<file path="src/rtl/legv8_ctrl_pkg.sv">
// legv8_ctrl_pkg: shared opcodes, ALU function codes, FSM states and instruction classes
package legv8_ctrl_pkg;
  localparam logic [10:0] OP_ADD  = 11'b10001011000;
  localparam logic [10:0] OP_SUB  = 11'b11001011000;
  localparam logic [10:0] OP_AND  = 11'b10001010000;
  localparam logic [10:0] OP_ORR  = 11'b10101010000;
  localparam logic [10:0] OP_LDUR = 11'b11111000010;
  localparam logic [10:0] OP_STUR = 11'b11111000000;
  localparam logic [9:0]  OP_ADDI = 10'b1001000100;
  localparam logic [9:0]  OP_SUBI = 10'b1101000100;
  localparam logic [7:0]  OP_CBZ  = 8'b10110100;
  localparam logic [5:0]  OP_B    = 6'b000101;
  localparam logic [4:0]  FS_AND  = 5'b00000;
  localparam logic [4:0]  FS_OR   = 5'b00100;
  localparam logic [4:0]  FS_ADD  = 5'b01000;
  localparam logic [4:0]  FS_SUB  = 5'b01001;
  localparam logic [4:0]  XZR     = 5'd31;
  typedef enum logic [2:0] {S_IDLE, S_FETCH, S_DECODE, S_EXEC, S_MEM, S_HALT} state_t;
  typedef enum logic [3:0] {
    I_ADD, I_SUB, I_AND, I_ORR, I_ADDI, I_SUBI,
    I_LDUR, I_STUR, I_CBZ, I_B, I_HALT, I_ILL
  } iclass_t;
endpackage

</file>
<file path="src/rtl/legv8_control_unit_if.sv">
// legv8_control_unit_if: instruction and data memory request/acknowledge handshakes
interface legv8_control_unit_if;
  logic        imem_req;
  logic [63:0] imem_addr;
  logic        imem_ack;
  logic [31:0] imem_data;
  logic        dmem_req;
  logic        dmem_we;
  logic        dmem_ack;
  modport master (output imem_req, imem_addr, dmem_req, dmem_we, input imem_ack, imem_data, dmem_ack);
  modport slave  (input imem_req, imem_addr, dmem_req, dmem_we, output imem_ack, imem_data, dmem_ack);
endinterface

</file>
<file path="src/rtl/legv8_decoder.sv">
// legv8_decoder: maps an instruction word to its class, register fields and extended immediate
module legv8_decoder
  import legv8_ctrl_pkg::*;
(
  input  logic [31:0] ir,
  output iclass_t     cls,
  output logic [4:0]  rn,
  output logic [4:0]  rm,
  output logic [4:0]  rd,
  output logic [63:0] imm
);
  assign rn = ir[9:5];
  assign rm = ir[20:16];
  assign rd = ir[4:0];
  // widest opcodes are matched first; imm is K for I/D types and the byte offset for branches
  always_comb begin
    cls = ir == '0 ? I_HALT :
          ir[31:21] == OP_ADD  ? I_ADD  :
          ir[31:21] == OP_SUB  ? I_SUB  :
          ir[31:21] == OP_AND  ? I_AND  :
          ir[31:21] == OP_ORR  ? I_ORR  :
          ir[31:21] == OP_LDUR ? I_LDUR :
          ir[31:21] == OP_STUR ? I_STUR :
          ir[31:22] == OP_ADDI ? I_ADDI :
          ir[31:22] == OP_SUBI ? I_SUBI :
          ir[31:24] == OP_CBZ  ? I_CBZ  :
          ir[31:26] == OP_B    ? I_B    : I_ILL;
    imm = (cls == I_ADDI || cls == I_SUBI) ? {52'b0, ir[21:10]} :
          (cls == I_LDUR || cls == I_STUR) ? {{55{ir[20]}}, ir[20:12]} :
          cls == I_CBZ ? {{43{ir[23]}}, ir[23:5], 2'b00} :
          {{36{ir[25]}}, ir[25:0], 2'b00};
  end
endmodule

</file>
<file path="src/rtl/legv8_control_unit.sv">
// legv8_control_unit: multi-cycle LEGv8 fetch/decode/execute sequencer driving the datapath control word
module legv8_control_unit
  import legv8_ctrl_pkg::*;
(
  input  logic                        clock,
  input  logic                        reset,
  legv8_control_unit_if.master        mem,
  input  logic [3:0]                  status,
  output logic [4:0]                  SA,
  output logic [4:0]                  SB,
  output logic [4:0]                  DA,
  output logic                        W,
  output logic [4:0]                  FS,
  output logic                        C_in,
  output logic                        B_SEL,
  output logic [63:0]                 K,
  output logic                        EN_ALU,
  output logic                        EN_B,
  output logic                        EN_RAM,
  output logic [63:0]                 pc,
  output logic                        halted,
  output logic                        illegal
);
  state_t      state, state_n;
  iclass_t     cls_d, cls_q;
  logic [31:0] ir;
  logic [4:0]  rn_d, rm_d, rd_d, rn_q, rm_q, rd_q;
  logic [63:0] imm_d, imm_q, pc_n, pc_4;
  logic        i_type, alu_op, is_sub, is_st, unused_flags;

  legv8_decoder u_dec (.ir(ir), .cls(cls_d), .rn(rn_d), .rm(rm_d), .rd(rd_d), .imm(imm_d));

  assign pc_4           = pc + 64'd4;
  assign i_type         = cls_q == I_ADDI || cls_q == I_SUBI;
  assign alu_op         = i_type || cls_q inside {I_ADD, I_SUB, I_AND, I_ORR};
  assign is_sub         = cls_q == I_SUB || cls_q == I_SUBI;
  assign is_st          = cls_q == I_STUR;
  assign halted         = state == S_HALT;
  assign mem.imem_addr  = pc;
  assign unused_flags   = ^status[3:1];

  // state, PC, instruction register and the fields latched during DECODE
  always_ff @(posedge clock or negedge reset)
    if (!reset) begin
      state <= S_IDLE;
      pc    <= '0;
      ir    <= '0;
      cls_q <= I_HALT;
      rn_q  <= XZR;
      rm_q  <= XZR;
      rd_q  <= XZR;
      imm_q <= '0;
    end else begin
      state <= state_n;
      pc    <= pc_n;
      if (state == S_FETCH && mem.imem_ack) ir <= mem.imem_data;
      if (state == S_DECODE) begin
        cls_q <= cls_d;
        rn_q  <= rn_d;
        rm_q  <= rm_d;
        rd_q  <= rd_d;
        imm_q <= imm_d;
      end
    end

  // next state, next PC and the Moore control word; only EN_RAM/W on the load ack follow ack
  always_comb begin
    state_n      = state;
    pc_n         = pc;
    SA           = XZR;
    SB           = XZR;
    DA           = XZR;
    W            = 1'b0;
    FS           = FS_AND;
    C_in         = 1'b0;
    B_SEL        = 1'b0;
    K            = '0;
    EN_ALU       = 1'b0;
    EN_B         = 1'b0;
    EN_RAM       = 1'b0;
    illegal      = 1'b0;
    mem.imem_req = 1'b0;
    mem.dmem_req = 1'b0;
    mem.dmem_we  = 1'b0;
    case (state)
      S_IDLE: state_n = S_FETCH;
      S_FETCH: begin
        mem.imem_req = 1'b1;
        state_n      = mem.imem_ack ? S_DECODE : S_FETCH;
      end
      S_DECODE: begin
        illegal = cls_d == I_ILL;
        pc_n    = illegal ? pc_4 : pc;
        state_n = cls_d == I_HALT ? S_HALT : illegal ? S_FETCH : S_EXEC;
      end
      S_EXEC: begin
        if (alu_op) begin
          SA      = rn_q;
          SB      = i_type ? XZR : rm_q;
          DA      = rd_q;
          B_SEL   = i_type;
          K       = i_type ? imm_q : '0;
          FS      = cls_q == I_AND ? FS_AND : cls_q == I_ORR ? FS_OR : is_sub ? FS_SUB : FS_ADD;
          C_in    = is_sub;
          EN_ALU  = 1'b1;
          W       = 1'b1;
          pc_n    = pc_4;
          state_n = S_FETCH;
        end else if (cls_q == I_LDUR || is_st) begin
          SA      = rn_q;
          B_SEL   = 1'b1;
          K       = imm_q;
          FS      = FS_ADD;
          state_n = S_MEM;
        end else begin
          SB      = cls_q == I_CBZ ? rd_q : XZR;
          FS      = cls_q == I_CBZ ? FS_ADD : FS_AND;
          pc_n    = (cls_q == I_B || (cls_q == I_CBZ && status[0])) ? pc + imm_q : pc_4;
          state_n = S_FETCH;
        end
      end
      S_MEM: begin
        SA           = rn_q;
        B_SEL        = 1'b1;
        K            = imm_q;
        FS           = FS_ADD;
        mem.dmem_req = 1'b1;
        mem.dmem_we  = is_st;
        SB           = is_st ? rd_q : XZR;
        EN_B         = is_st;
        DA           = is_st ? XZR : rd_q;
        EN_RAM       = !is_st && mem.dmem_ack;
        W            = EN_RAM;
        pc_n         = mem.dmem_ack ? pc_4 : pc;
        state_n      = mem.dmem_ack ? S_FETCH : S_MEM;
      end
      default: ;
    endcase
  end
endmodule

</file>
<file path="src/flat_wrapper.sv">
// flat-port wrapper written by rule: the top's interface ports become plain ports
module legv8_control_unit_flat import legv8_ctrl_pkg::*;
  (clock, reset, status, SA, SB, DA, W, FS, C_in, B_SEL, K, EN_ALU, EN_B, EN_RAM, pc, halted, illegal, mem_imem_req, mem_imem_addr, mem_dmem_req, mem_dmem_we, mem_imem_ack, mem_imem_data, mem_dmem_ack);
  legv8_control_unit_if mem_i ();
  input  logic clock;
  input  logic reset;
  input  logic [3:0] status;
  output logic [4:0] SA;
  output logic [4:0] SB;
  output logic [4:0] DA;
  output logic W;
  output logic [4:0] FS;
  output logic C_in;
  output logic B_SEL;
  output logic [63:0] K;
  output logic EN_ALU;
  output logic EN_B;
  output logic EN_RAM;
  output logic [63:0] pc;
  output logic halted;
  output logic illegal;
  output wire logic [$bits(mem_i.imem_req)-1:0] mem_imem_req;
  output wire logic [$bits(mem_i.imem_addr)-1:0] mem_imem_addr;
  output wire logic [$bits(mem_i.dmem_req)-1:0] mem_dmem_req;
  output wire logic [$bits(mem_i.dmem_we)-1:0] mem_dmem_we;
  input wire logic [$bits(mem_i.imem_ack)-1:0] mem_imem_ack;
  input wire logic [$bits(mem_i.imem_data)-1:0] mem_imem_data;
  input wire logic [$bits(mem_i.dmem_ack)-1:0] mem_dmem_ack;
  assign mem_imem_req = mem_i.imem_req;
  assign mem_imem_addr = mem_i.imem_addr;
  assign mem_dmem_req = mem_i.dmem_req;
  assign mem_dmem_we = mem_i.dmem_we;
  assign mem_i.imem_ack = mem_imem_ack;
  assign mem_i.imem_data = mem_imem_data;
  assign mem_i.dmem_ack = mem_dmem_ack;
  legv8_control_unit u_core (.clock(clock), .reset(reset), .mem(mem_i), .status(status), .SA(SA), .SB(SB), .DA(DA), .W(W), .FS(FS), .C_in(C_in), .B_SEL(B_SEL), .K(K), .EN_ALU(EN_ALU), .EN_B(EN_B), .EN_RAM(EN_RAM), .pc(pc), .halted(halted), .illegal(illegal));
endmodule
</file>
<file path="config.mk">
export PLATFORM = sky130hd
export DESIGN_NAME = legv8_control_unit_flat
export DESIGN_NICKNAME = d
export VERILOG_FILES = /design/src/rtl/legv8_ctrl_pkg.sv /design/src/rtl/legv8_control_unit_if.sv /design/src/rtl/legv8_decoder.sv /design/src/rtl/legv8_control_unit.sv /design/src/flat_wrapper.sv
export SDC_FILE = /design/constraint.sdc
export NUM_CORES = 1
export LEC_CHECK = 0
export BUFFER_PORTS_ARGS = -buffer_cell sky130_fd_sc_hd__buf_2
export CAP_MARGIN = 20
export CORE_MARGIN = 5
export CORE_UTILIZATION = 45
export CTS_CLUSTER_SIZE = 30
export DETAILED_ROUTE_END_ITERATION = 12
export PLACE_DENSITY = 0.81
export SLEW_MARGIN = 20
export SYNTH_ARGS = -nofsm -noshare
export SYNTH_HDL_FRONTEND = slang
export SYNTH_HIERARCHICAL = 1
export SYNTH_SLANG_ARGS = --single-unit
</file>
<file path="constraint.sdc">
create_clock -name clock -period 3.1 [get_ports clock]
set_clock_uncertainty 0.05 [all_clocks]
set_input_delay 0.62 -clock clock [delete_from_list [all_inputs] [get_ports clock]]
set_output_delay 0.62 -clock clock [all_outputs]
set_load 0.05 [all_outputs]
</file>
== Yosys cells after proc, flatten, opt, wreduce, memory -nomap -nowiden ==
Cells that the tools add are included.
Word-level totals
  bits in registers: 182
  bits of input ports: 40
  logic and storage cells: 125
Cells by class
  $add $sub $neg: 2
  equal/unequal tests: 34
  mux-type cells: 63
  reductions and logical operators: 18
Operators with widths (number)
  $mux 64: 11
  $pmux 64 s3: 1
  $pmux 64 s2: 1
  $eq 11x11->1 const B: 6
  $mux 5: 13
  $add 64x3->64 const B: 1
  $add 64x64->64: 1
  $mux 4: 10
  $pmux 5 s2: 4
  $eq 4x3->1 const B: 8
  $logic_not 32->1: 1
  $eq 10x10->1 const B: 2
  $eq 4x4->1 const B: 5
  $pmux 3 s5: 1
  $mux 1: 12
  $mux 3: 4
  $eq 4x2->1 const B: 2
  $eq 8x8->1 const B: 1
  $mux 2: 4
  $logic_or 1x1->1: 7
  $eq 3x2->1 const B: 2
  $eq 3x3->1 const B: 2
  $eq 6x3->1 const B: 1
  $reduce_bool 5->1: 1
  other kinds (12): 16

== Depth between registers and ports, before layout ==
  depth in word-level cells: 16
  mapped depth: 19

== Hierarchy ==
The synthesis kept the hierarchy.
Modules (own cells, without submodules)
  legv8_control_unit: instances 1, cells each 1500, area each 13236.4 um^2
  legv8_decoder: instances 1, cells each 176, area each 1184.9 um^2

== Least setup slack after synthesis ==
No wires, ideal clock.
  path kind: register -> register
  from: register u_core.pc[0] (netlist: u_core/mem.imem_addr[0])
  to: register u_core.pc[46] (netlist: u_core/mem.imem_addr[46])
  arrival time: 3444 ps
  required time: 2963 ps
  path slack: -481 ps
  cell stages (with the launch flop): 15
  clock period less this slack: 3581 ps
  cells stage by stage: dfrtp_1 > ha_1 > inv_1 > fa_1 > nor2b_1 > o31a_1 > o31ai_2 > o221ai_2 > a31oi_1 > o311ai_2 > a41oi_2 > o21ai_0 > a21boi_1 > xor2_1 > o211ai_1
Between the ends
  cells in the longest elaborated chain, start to end: 5
  elaborated cells between the ends (all ways): 8
RTL lines
  start, declared: line legv8_control_unit.sv:20  | output logic [63:0] pc,
  start signal, assigned: line legv8_control_unit.sv:55  | pc <= pc_n;
  $add 64x3->64 or $add 64x64->64 (tied branches): line legv8_control_unit.sv:33, legv8_control_unit.sv:118
  $mux 64: line legv8_control_unit.sv:118  | pc_n = (cls_q == I_B || (cls_q == I_CBZ && status[0])) ? pc + imm_q : pc_4;
  $mux 64: line legv8_control_unit.sv:109  | end else if (cls_q == I_LDUR || is_st) begin
  $mux 64: line legv8_control_unit.sv:97  | if (alu_op) begin
  $pmux 64 s3 (*): line legv8_control_unit.sv:85  | case (state)
Mark *: on every way between the ends. The rest lies on a longest branch, timed or not. The select of a mux whose other input is x is not followed.
A chain may end at the register's enable or synchronous reset.

== Final worst setup path ==
  from: register u_core.pc[0] (netlist: u_core/mem.imem_addr[0])
  to: register u_core.pc[61] (netlist: u_core/mem.imem_addr[61])
Same word-level chain as after synthesis.

==> metrics.md <==
| Metric | Value |
|---|---|
| Fillers | `2662` |
| Sequential area share after synthesis | `31.73%` |
| Wire per inst | `19.89 µm` |
| DRC | `0` |
| Dpl hpwl | `35.49 mm` |
| Crit path launch type | `flop` |
| Synth top area cells | `dfrtp_1, mux2_2, buf_4` |
| PortBufs | `257` |
| Register area | `4619 µm²` |
| R2R Setup Slk | `-260 ps` |
| # hold bufs at CTS | `0` |
| Iter 0 DRT Violations | `1309` |
| Failing checks | `setup timing` |
| Mapped cell area | `14420 µm²` |
| Area Growth Syn to Fin | `28.62%` |
| Root Buffer | `clkbuf_16` |
| Distinct cells, synth | `96` |
| Final Util | `58.63%` |
| Top cells by count, synth | `dfrtp_1, a21oi_1, nor2_1, buf_4, nand2_1` |
| Core area | `31640 µm²` |
| Die height | `189.0 µm` |
| Max Fclk | `297.5 MHz` |
| Vias in the first global route | `13660` |
| Worst-path clk slew | `80 ps` |
| Final setup fails | `20` |
| Yosys top cell area share | `28.63%` |
| Syn avg cell area | `8.605 µm²` |
| Nets | `2124` |
| DR vias | `14350` |
| EDFF count, synth | `0` |
| Worst path arrival time | `3630 ps` |
| Max FO, Critical Path | `3` |
| Setup Crit Path Kind | `flop to flop` |
| Final hold violations | `0` |
| Clock Tree Buf Depth | `2` |
| Hold Path Class | `input port to async pin` |
| Top FF cell, synth | `dfrtp_1` |
| Routed Antenna Nets | `0` |
| Skew-Pair Late Insertion Delay | `460 ps` |
| CP Capture Type | `flop` |
| Routability Congestion | `0.9699` |
| Most frequent cell after synthesis | `dfrtp_1` |
| Global-route wire length before repair | `73.46 mm` |
| Pre-Repair DR Iteration Count | `8` |
| GRT Util Overall | `25.34%` |
| Slew HR | `59.29%` |
| Multi-input logic area | `9223 µm²` |
| Ys Warns | `6` |
| Slew Limit Fails | `0` |
| Synth area leader | `dfrtp_1` |
| Post-synth ARST share | `100.0%` |
| Die Span X | `189.0 µm` |
| Placement Rows | `65` |
| Final min period | `3362 ps` |
| Die area | `35730 µm²` |
| Layout cells sized above 1 | `41.58%` |
| Setup TNS | `-2589 ps` |
| Required @ worst endpoint | `3370 ps` |
| Outcome | `finished, violations left` |
| Initial antenna violation count | `0` |
| Routed WL | `48.40 mm` |
| Maxcap violations | `0` |
| CTS sink count | `182` |
| I/O pins | `263` |
| Via density | `5.894` |
| CTS tree | `done` |
| Least-Margin Pin Slew | `610.6 ps` |
| Final WS setup | `-261.5 ps` |
| Diodes inserted | `0` |
| CTS buffer count | `17` |
| Grt total ovfl | `0` |
| CTS H-tree lvls | `4` |
| Synth Instances | `1676` |
| RSZ-0062 raised after global routing | `yes` |
| Starting Density | `45.58%` |
| Yosys reg bits | `182` |
| Largest net degree at the start of global routing | `65` |
| Final period utilization | `108.4%` |
## stage by stage
step / hold WS [ps] / setup WS [ps] / cells / area (µm²)
after global routing: 134.2 / -343.5 / 2434 / 18550
after global placement: 467.9 / -252.7 / 2363 / 17000
final: 101.7 / -261.5 / 2434 / 18550
after CTS: 115.1 / -170.3 / 2418 / 18030
after floorplan: 274.4 / -436.0 / 1677 / 14650
after detailed placement: 478.0 / -363.8 / 2363 / 17000
## metal layers
layer	wire (µm)	share of wire (%)	GRT usage, %
met1	19600	40	33.07
met5	0	0	0
met4	1824	3.8	9.613
met3	4941	10	7.190
met2	22040	46	40.11
## placed cells by master, fill, tap and decap left out, types with 49 or more instances in the layout
cell	netlist	routed
buf_4	122	242
mux2_2	113	113
nand2_1	115	110
ha_1	64	53
a21oi_1	145	137
o21ai_0	108	86
dfrtp_1	165	130
buf_2	6	254
nor2_1	137	128
nand3_1	50	49
and2_1	71	71
## worst max-delay path: stages, from the launching register on
cell	delay, ps
dfrtp_2	430
ha_4	160
buf_4	130
buf_6	110
a211oi_4	250
o21ai_2	90
and3_4	170
o31a_1	290
a31o_4	250
a41oi_4	200
o21ai_2	110
a221o_2	410
a221o_1	350
mux2i_1	160
o21ai_1	70
## path summary, 6_finish.rpt
check / end / cells past startpoint / from
max: u_core/mem.imem_addr[61]$_DFFE_PN0P_ / 14 / u_core/mem.imem_addr[0]$_DFFE_PN0P_
min: u_core/mem.imem_addr[59]$_DFFE_PN0P_ / 1 / reset
max reg2reg: u_core/mem.imem_addr[61]$_DFFE_PN0P_ / 14 / u_core/mem.imem_addr[0]$_DFFE_PN0P_
min reg2reg: u_core/imm_q[43]$_DFFE_PN0N_ / 1 / u_core/imm_q[43]$_DFFE_PN0N_
max in group asynchronous: u_core/mem.imem_addr[48]$_DFFE_PN0P_ / 2 / reset
min in group clock: u_core/ir[19]$_DFFE_PN0P_ / 2 / mem_imem_data[19]
## state kept, by name, summed over array words and instances, names as in the netlist
signal	count
u_core/imm_q	64
u_core/mem.imem_addr	64
u_core/ir	32
u_core/rd_q	5
u_core/rm_q	5
u_core/rn_q	5
u_core/cls_q	4
u_core/state	3
## cell type report
| type | count | area share (%) |
|---|---|---|
| clock buffers | 17 | 2.293 |
| clock inverters | 15 | 1.052 |
| inverters | 24 | 0.4857 |
| multi-input cells | 1271 | 49.72 |
| flip-flops and latches | 182 | 24.90 |
| well taps | 402 | 2.712 |
| repair buffers | 523 | 18.83 |
## kinds of logic after synthesis
kind of cell / after synthesis / synth area share [%]
AOI/OAI and AO/OA: 457 / 20.01
xor gates and xnor gates: 59 / 3.583
adders and majority gates: 65 / 5.691
buffers and inverters: 224 / 9.197
DFF: 182 / 31.73
muxes: 131 / 10.07
other: 1 / 0.02600
and+or+nand+nor: 557 / 19.69
## what timing repair did
action / CTS / global route
cloned: 0 / 3
endpoints found under the setup margin: 42 / 79
pin swaps: 47 / 28
gates resized for setup: 52 / 80
setup buffers: 23 / 13
Power is not shown: default switching activity piles up to over one toggle a cycle in this logic, so the estimate is an artifact.
